File: src/rtl/branch_redirect_ctrl.sv
// Execute-stage branch redirect controller.
// A taken, aligned branch raises a redirect to fetch with a valid/ready
// handshake. Execute stays stalled while the redirect is pending and for
// FLUSH_CYCLES cycles afterwards, during which fetch/decode are flushed.
// A taken branch to a misaligned target raises a one-cycle exception pulse
// and does not redirect. Branch and redirect counts saturate at all-ones.
module branch_redirect_ctrl #(
    parameter int XLEN         = 32,
    parameter int FLUSH_CYCLES = 2,
    parameter int CNT_W        = 16
) (
    input  logic             clk,
    input  logic             rst,
    input  logic             branch_valid_ex,
    input  logic             jump_state_pre,
    input  logic [XLEN-1:0]  target_ex,
    output logic             redir_valid,
    output logic [XLEN-1:0]  redir_pc,
    input  logic             redir_ready,
    output logic             flush_fd,
    output logic             stall_ex,
    output logic             misalign_exc,
    output logic [XLEN-1:0]  exc_tval,
    output logic [CNT_W-1:0] branch_cnt,
    output logic [CNT_W-1:0] taken_cnt
);

    localparam logic [1:0] IDLE  = 2'd0;
    localparam logic [1:0] REDIR = 2'd1;
    localparam logic [1:0] FLUSH = 2'd2;

    localparam logic [3:0]       FLUSH_INIT = 4'(FLUSH_CYCLES - 1);
    localparam logic [CNT_W-1:0] CNT_ONE    = {{(CNT_W-1){1'b0}}, 1'b1};

    logic [1:0]       r_state;
    logic [3:0]       r_fcnt;
    logic [XLEN-1:0]  r_redir_pc;
    logic             r_misalign;
    logic [XLEN-1:0]  r_exc_tval;
    logic [CNT_W-1:0] r_branch_cnt;
    logic [CNT_W-1:0] r_taken_cnt;

    logic w_resolve;
    logic w_taken;
    logic w_misaligned;
    logic w_redirect;

    // Classify the branch presented in execute; only honoured while IDLE.
    always_comb begin
        w_resolve    = (r_state == IDLE) && branch_valid_ex;
        w_taken      = w_resolve && jump_state_pre;
        w_misaligned = w_taken && (target_ex[1:0] != 2'b00);
        w_redirect   = w_taken && (target_ex[1:0] == 2'b00);
    end

    // State machine, flush counter and captured redirect target.
    always_ff @(posedge clk) begin
        if (rst) begin
            r_state    <= IDLE;
            r_fcnt     <= '0;
            r_redir_pc <= '0;
        end else begin
            case (r_state)
                IDLE: begin
                    if (w_redirect) begin
                        r_redir_pc <= target_ex;
                        r_state    <= REDIR;
                    end
                end
                REDIR: begin
                    if (redir_ready) begin
                        r_fcnt  <= FLUSH_INIT;
                        r_state <= FLUSH;
                    end
                end
                FLUSH: begin
                    if (r_fcnt != 4'd0) begin
                        r_fcnt <= r_fcnt - 4'd1;
                    end else begin
                        r_state <= IDLE;
                    end
                end
                default: begin
                    r_state <= IDLE;
                end
            endcase
        end
    end

    // Misaligned-target exception: pulse for one cycle, latch the bad target.
    always_ff @(posedge clk) begin
        if (rst) begin
            r_misalign <= 1'b0;
            r_exc_tval <= '0;
        end else begin
            r_misalign <= w_misaligned;
            if (w_misaligned) begin
                r_exc_tval <= target_ex;
            end
        end
    end

    // Saturating statistics counters.
    always_ff @(posedge clk) begin
        if (rst) begin
            r_branch_cnt <= '0;
            r_taken_cnt  <= '0;
        end else begin
            if (w_resolve && (r_branch_cnt != '1)) begin
                r_branch_cnt <= r_branch_cnt + CNT_ONE;
            end
            if (w_redirect && (r_taken_cnt != '1)) begin
                r_taken_cnt <= r_taken_cnt + CNT_ONE;
            end
        end
    end

    assign redir_valid  = (r_state == REDIR);
    assign flush_fd     = (r_state != IDLE);
    assign stall_ex     = (r_state != IDLE);
    assign redir_pc     = r_redir_pc;
    assign misalign_exc = r_misalign;
    assign exc_tval     = r_exc_tval;
    assign branch_cnt   = r_branch_cnt;
    assign taken_cnt    = r_taken_cnt;

endmodule
File: config.mk
export PLATFORM = sky130hd
export DESIGN_NAME = branch_redirect_ctrl
export DESIGN_NICKNAME = d
export VERILOG_FILES = /design/src/rtl/branch_redirect_ctrl.sv
export SDC_FILE = /design/constraint.sdc
export NUM_CORES = 1
export LEC_CHECK = 0
export CORE_MARGIN = 1
export CORE_UTILIZATION = 45
export CTS_CLUSTER_DIAMETER = 40
export DETAILED_ROUTE_END_ITERATION = 7
export PLACE_DENSITY_LB_ADDON = 0.08
export SYNTH_ARGS = -nofsm -noshare
export SYNTH_HDL_FRONTEND = slang
export SYNTH_SLANG_ARGS = --single-unit
File: constraint.sdc
create_clock -name clk -period 5.3 [get_ports clk]
set_clock_uncertainty 0.15 [all_clocks]
set_input_delay 0.53 -clock clk [delete_from_list [all_inputs] [get_ports clk]]
set_output_delay 0.53 -clock clk [all_outputs]
set_load 0.02 [all_outputs]
==> qor.csv <==
stage,metric,value,unit
grt,vias in the first global route,3809,
grt,first-pass GRT wire length,18.1,mm
logic_synthesis,number of flops mapped to enable cells by yosys,0,
timing,final hold violations,0,
floorplan,full die area,9710,um^2
timing,RSZ-0062 raised after global routing,false,
logic_synthesis,asr flop ratio synth,0,%
worst_setup_path,critical setup path kind,in2reg,
timing,setup_tns,0,ns
detailed_routing,DR iter-0 viols,257,
clocking,clk buf depth,2,
run,maxcap violations,0,
finish,share of cells above drive strength 1,4.85,%
timing,pin slew with the least headroom to its limit,1.16,ns
finish,Syn-to-layout area delta,39.1,%
power,worst IR drop on VDD,168,uV
grt,initial antenna violation count,0,
detailed_routing,Routed Antenna Nets,0,
detailed_routing,Vias,4150,
power,Power Dens Cells,257,nW/um^2
logic_synthesis,Syn Inst Count,513,
worst_setup_path,critical path peak fanout,31,
timing,crit path time final,2.83,ns
detailed_routing,Via-to-Cell Ratio,5.56,
worst_setup_path,CP Capture Type,flop,
timing,hold_ws,0.307,ns
logic_synthesis,Netlist Area Pre-Place,4200,um^2
logic_synthesis,count of different cell masters after synthesis,45,
placement,hpwl dp,7.79,mm
min_path,Hold Crit Class,reg2reg,
clocking,post-cts resize count,0,
finish,diode count,0,
logic_synthesis,"Top FF cell, synth",dfxtp_1,
timing,fin crit share,53.4,%
clocking,# hold bufs at CTS,0,
floorplan,Initial Utilization,47.2,%
worst_setup_path,arrival time worst endpoint,2.95,ns
floorplan,Placement Rows,34,
worst_setup_path,"slowest stage delay, CP",0.70,ns
placement,GPL Wtd Cong,0.788,
worst_setup_path,highest-delay cell along the critical path,or4_1,
detailed_routing,Initial DRT Pass Iterations,4,
timing,Max Slew Vio Count,0,
clocking,"CTS clk-pin slew, worst paths",0.09,ns
clocking,H-Tree Level Count,3,
clocking,CTS buffer count,9,
grt,GRT Overall Usage,23.1,%
clocking,post-CTS setup buffers,0,
power,Pwr Total,1.50,mW
logic_synthesis,#FFs+latches synth,103,
worst_setup_path,critical-path cell list,"clkdlybuf4s50_1, and4bb_2, nand2_1, or4_1, a21oi_1",
finish,fillers,766,
detailed_routing,Post-Route WL,11.2,mm
worst_setup_path,CP Launch Type,primary input,
finish,Seq. cell area,2060,um^2
placement,placed cells,732,
floorplan,I/O Pins,137,
floorplan,Die W,98.6,um
clocking,CTS tree,built,
logic_synthesis,Avg Inst Size Synth,8.18,um^2
grt,total grt overflow,0,
finish,Layout Nets,675,
timing,f_max,0.354,GHz
detailed_routing,Post-route DRC,0,
logic_synthesis,post-synthesis sequential area ratio,49.2,%
logic_synthesis,synthesized net count,553,
grt,largest net degree at the start of global routing,65,
logic_synthesis,Syn. warnings,0,
worst_setup_path,Worst EP required,5.42,ns
finish,area occupied by multi-input gates,1990,um^2
run_status,outcome,finished clean,
floorplan,Core ar.,8890,um^2
clocking,clock root buffer,clkbuf_8,
clocking,Worst-Skew Late Latency,0.35,ns
finish,Post-Layout Cell Count,747,
timing,Max transition margin,22.4,%
detailed_routing,wire length per cell,15.0,um
placement,I/O Buffers,136,
power,LEAKAGE,1.92,nW
floorplan,Die Ht,98.6,um
timing,"Setup violations, final",0,
clocking,clk sinks,103,
[path summary, 6_finish.rpt]
check                           cells after the start       startpoint      endpoint  slack, ns
worst max-delay path                                5  branch_valid_ex  taken_cnt[7]       2.47
worst max register to register                      4       r_state[1]  taken_cnt[7]       2.76
worst min-delay path                                2      exc_tval[2]   exc_tval[2]       0.31
worst min register to register                      2      exc_tval[2]   exc_tval[2]       0.31
[layout by cell type (no fill, tap or decap), types with 2 or more instances in the layout]
| cell type | n |
|---|---|
| nand2_1 | 137 |
| clkdlybuf4s50_1 | 135 |
| dfxtp_1 | 103 |
| a21oi_1 | 92 |
| or4_1 | 18 |
| o31ai_1 | 16 |
| nor2_1 | 12 |
| nand4_1 | 12 |
| o21ai_0 | 10 |
| clkbuf_8 | 10 |
| inv_1 | 9 |
| or3_1 | 8 |
| nand3_1 | 7 |
| buf_4 | 6 |
| nand2b_1 | 5 |
| nor3_1 | 3 |
| o41ai_1 | 3 |
| nor4_1 | 3 |
| and4_1 | 3 |
| and3_1 | 3 |
| ha_1 | 3 |
| nor2b_1 | 2 |
| nand4bb_1 | 2 |
| or2_2 | 2 |
| o311ai_0 | 2 |
| nor3b_1 | 2 |
| or4b_1 | 2 |
| nand3b_1 | 2 |
| o21bai_1 | 2 |
| o211ai_1 | 2 |
| bufinv_16 | 2 |
[critical path: cells and delay by family]
family | cells | cell delay, ns
and+or+nand+nor | 3 | 1.66
AOI/OAI and AO/OA | 1 | 0.15
buffers and inverters | 1 | 0.60
[power by group]
part	total [mW]	switching [mW]	internal, mW	leakage [nW]
Clock	0.536	0.259	0.277	0.109
Combinational	0.159	0.0851	0.0734	0.976
Sequential	0.805	0.0123	0.792	0.834
[layout make-up]
type | instances | share of cell area [%]
Sequential cell | 103 | 35.3
Multi-Input combinational cell | 370 | 34.0
Timing Repair Buffer | 142 | 24.0
Clock buffer | 10 | 2.36
Tap cell | 108 | 2.32
Clock inverter | 5 | 1.39
Inverter | 9 | 0.579
[sequential cells by signal, summed over array words and instances (netlist names)]
register and flops:
redir_pc 32, r_fcnt 4, branch_cnt 16, exc_tval 32, taken_cnt 16, r_state 2, misalign_exc 1
[synth_stat cells (4+ instances only)]
master / count / area [um^2]
o31ai_1: 16 / 120
nand3_1: 7 / 35.0
dfxtp_1: 103 / 2060
inv_1: 9 / 33.8
nor2_1: 13 / 48.8
or3_1: 8 / 50.1
nand2_1: 137 / 514
o21ai_0: 11 / 55.1
nor3_1: 4 / 20.0
clkbuf_1: 25 / 93.8
nand2b_1: 5 / 31.3
buf_2: 4 / 20.0
nand4_1: 12 / 75.1
or4_1: 18 / 135
a21oi_1: 92 / 460
[cells by family after synthesis]
kind of cell / after synthesis / synth area share, %
compound gates: 134 / 18.2
mux: 2 / 0.507
fa+ha+maj: 3 / 0.895
buf+inv: 40 / 3.79
simple gates: 231 / 27.4
flops: 103 / 49.2
[routing by layer]
layer / track usage (%) / routed length [um] / vias to the layer above
met5: 0 / 0 / -
met4: 5.86 / 82 / 0
met3: 7.30 / 830 / 8
met2: 39.4 / 5390 / 116
met1: 28.4 / 4920 / 1962
li1: - / - / 2064
[stage by stage]
step                      worst slack [ns]  cell area, um^2  util [%]
after floorplan                       3.08             4200         -
after global placement                2.17             5620      63.2
after detailed placement              2.11             5620      63.2
after CTS                             2.49             5840      65.6
after global routing                  2.29             5840      65.6
final                                 2.47             5840      65.6
Note: power is estimated with default switching activity, not from simulation.
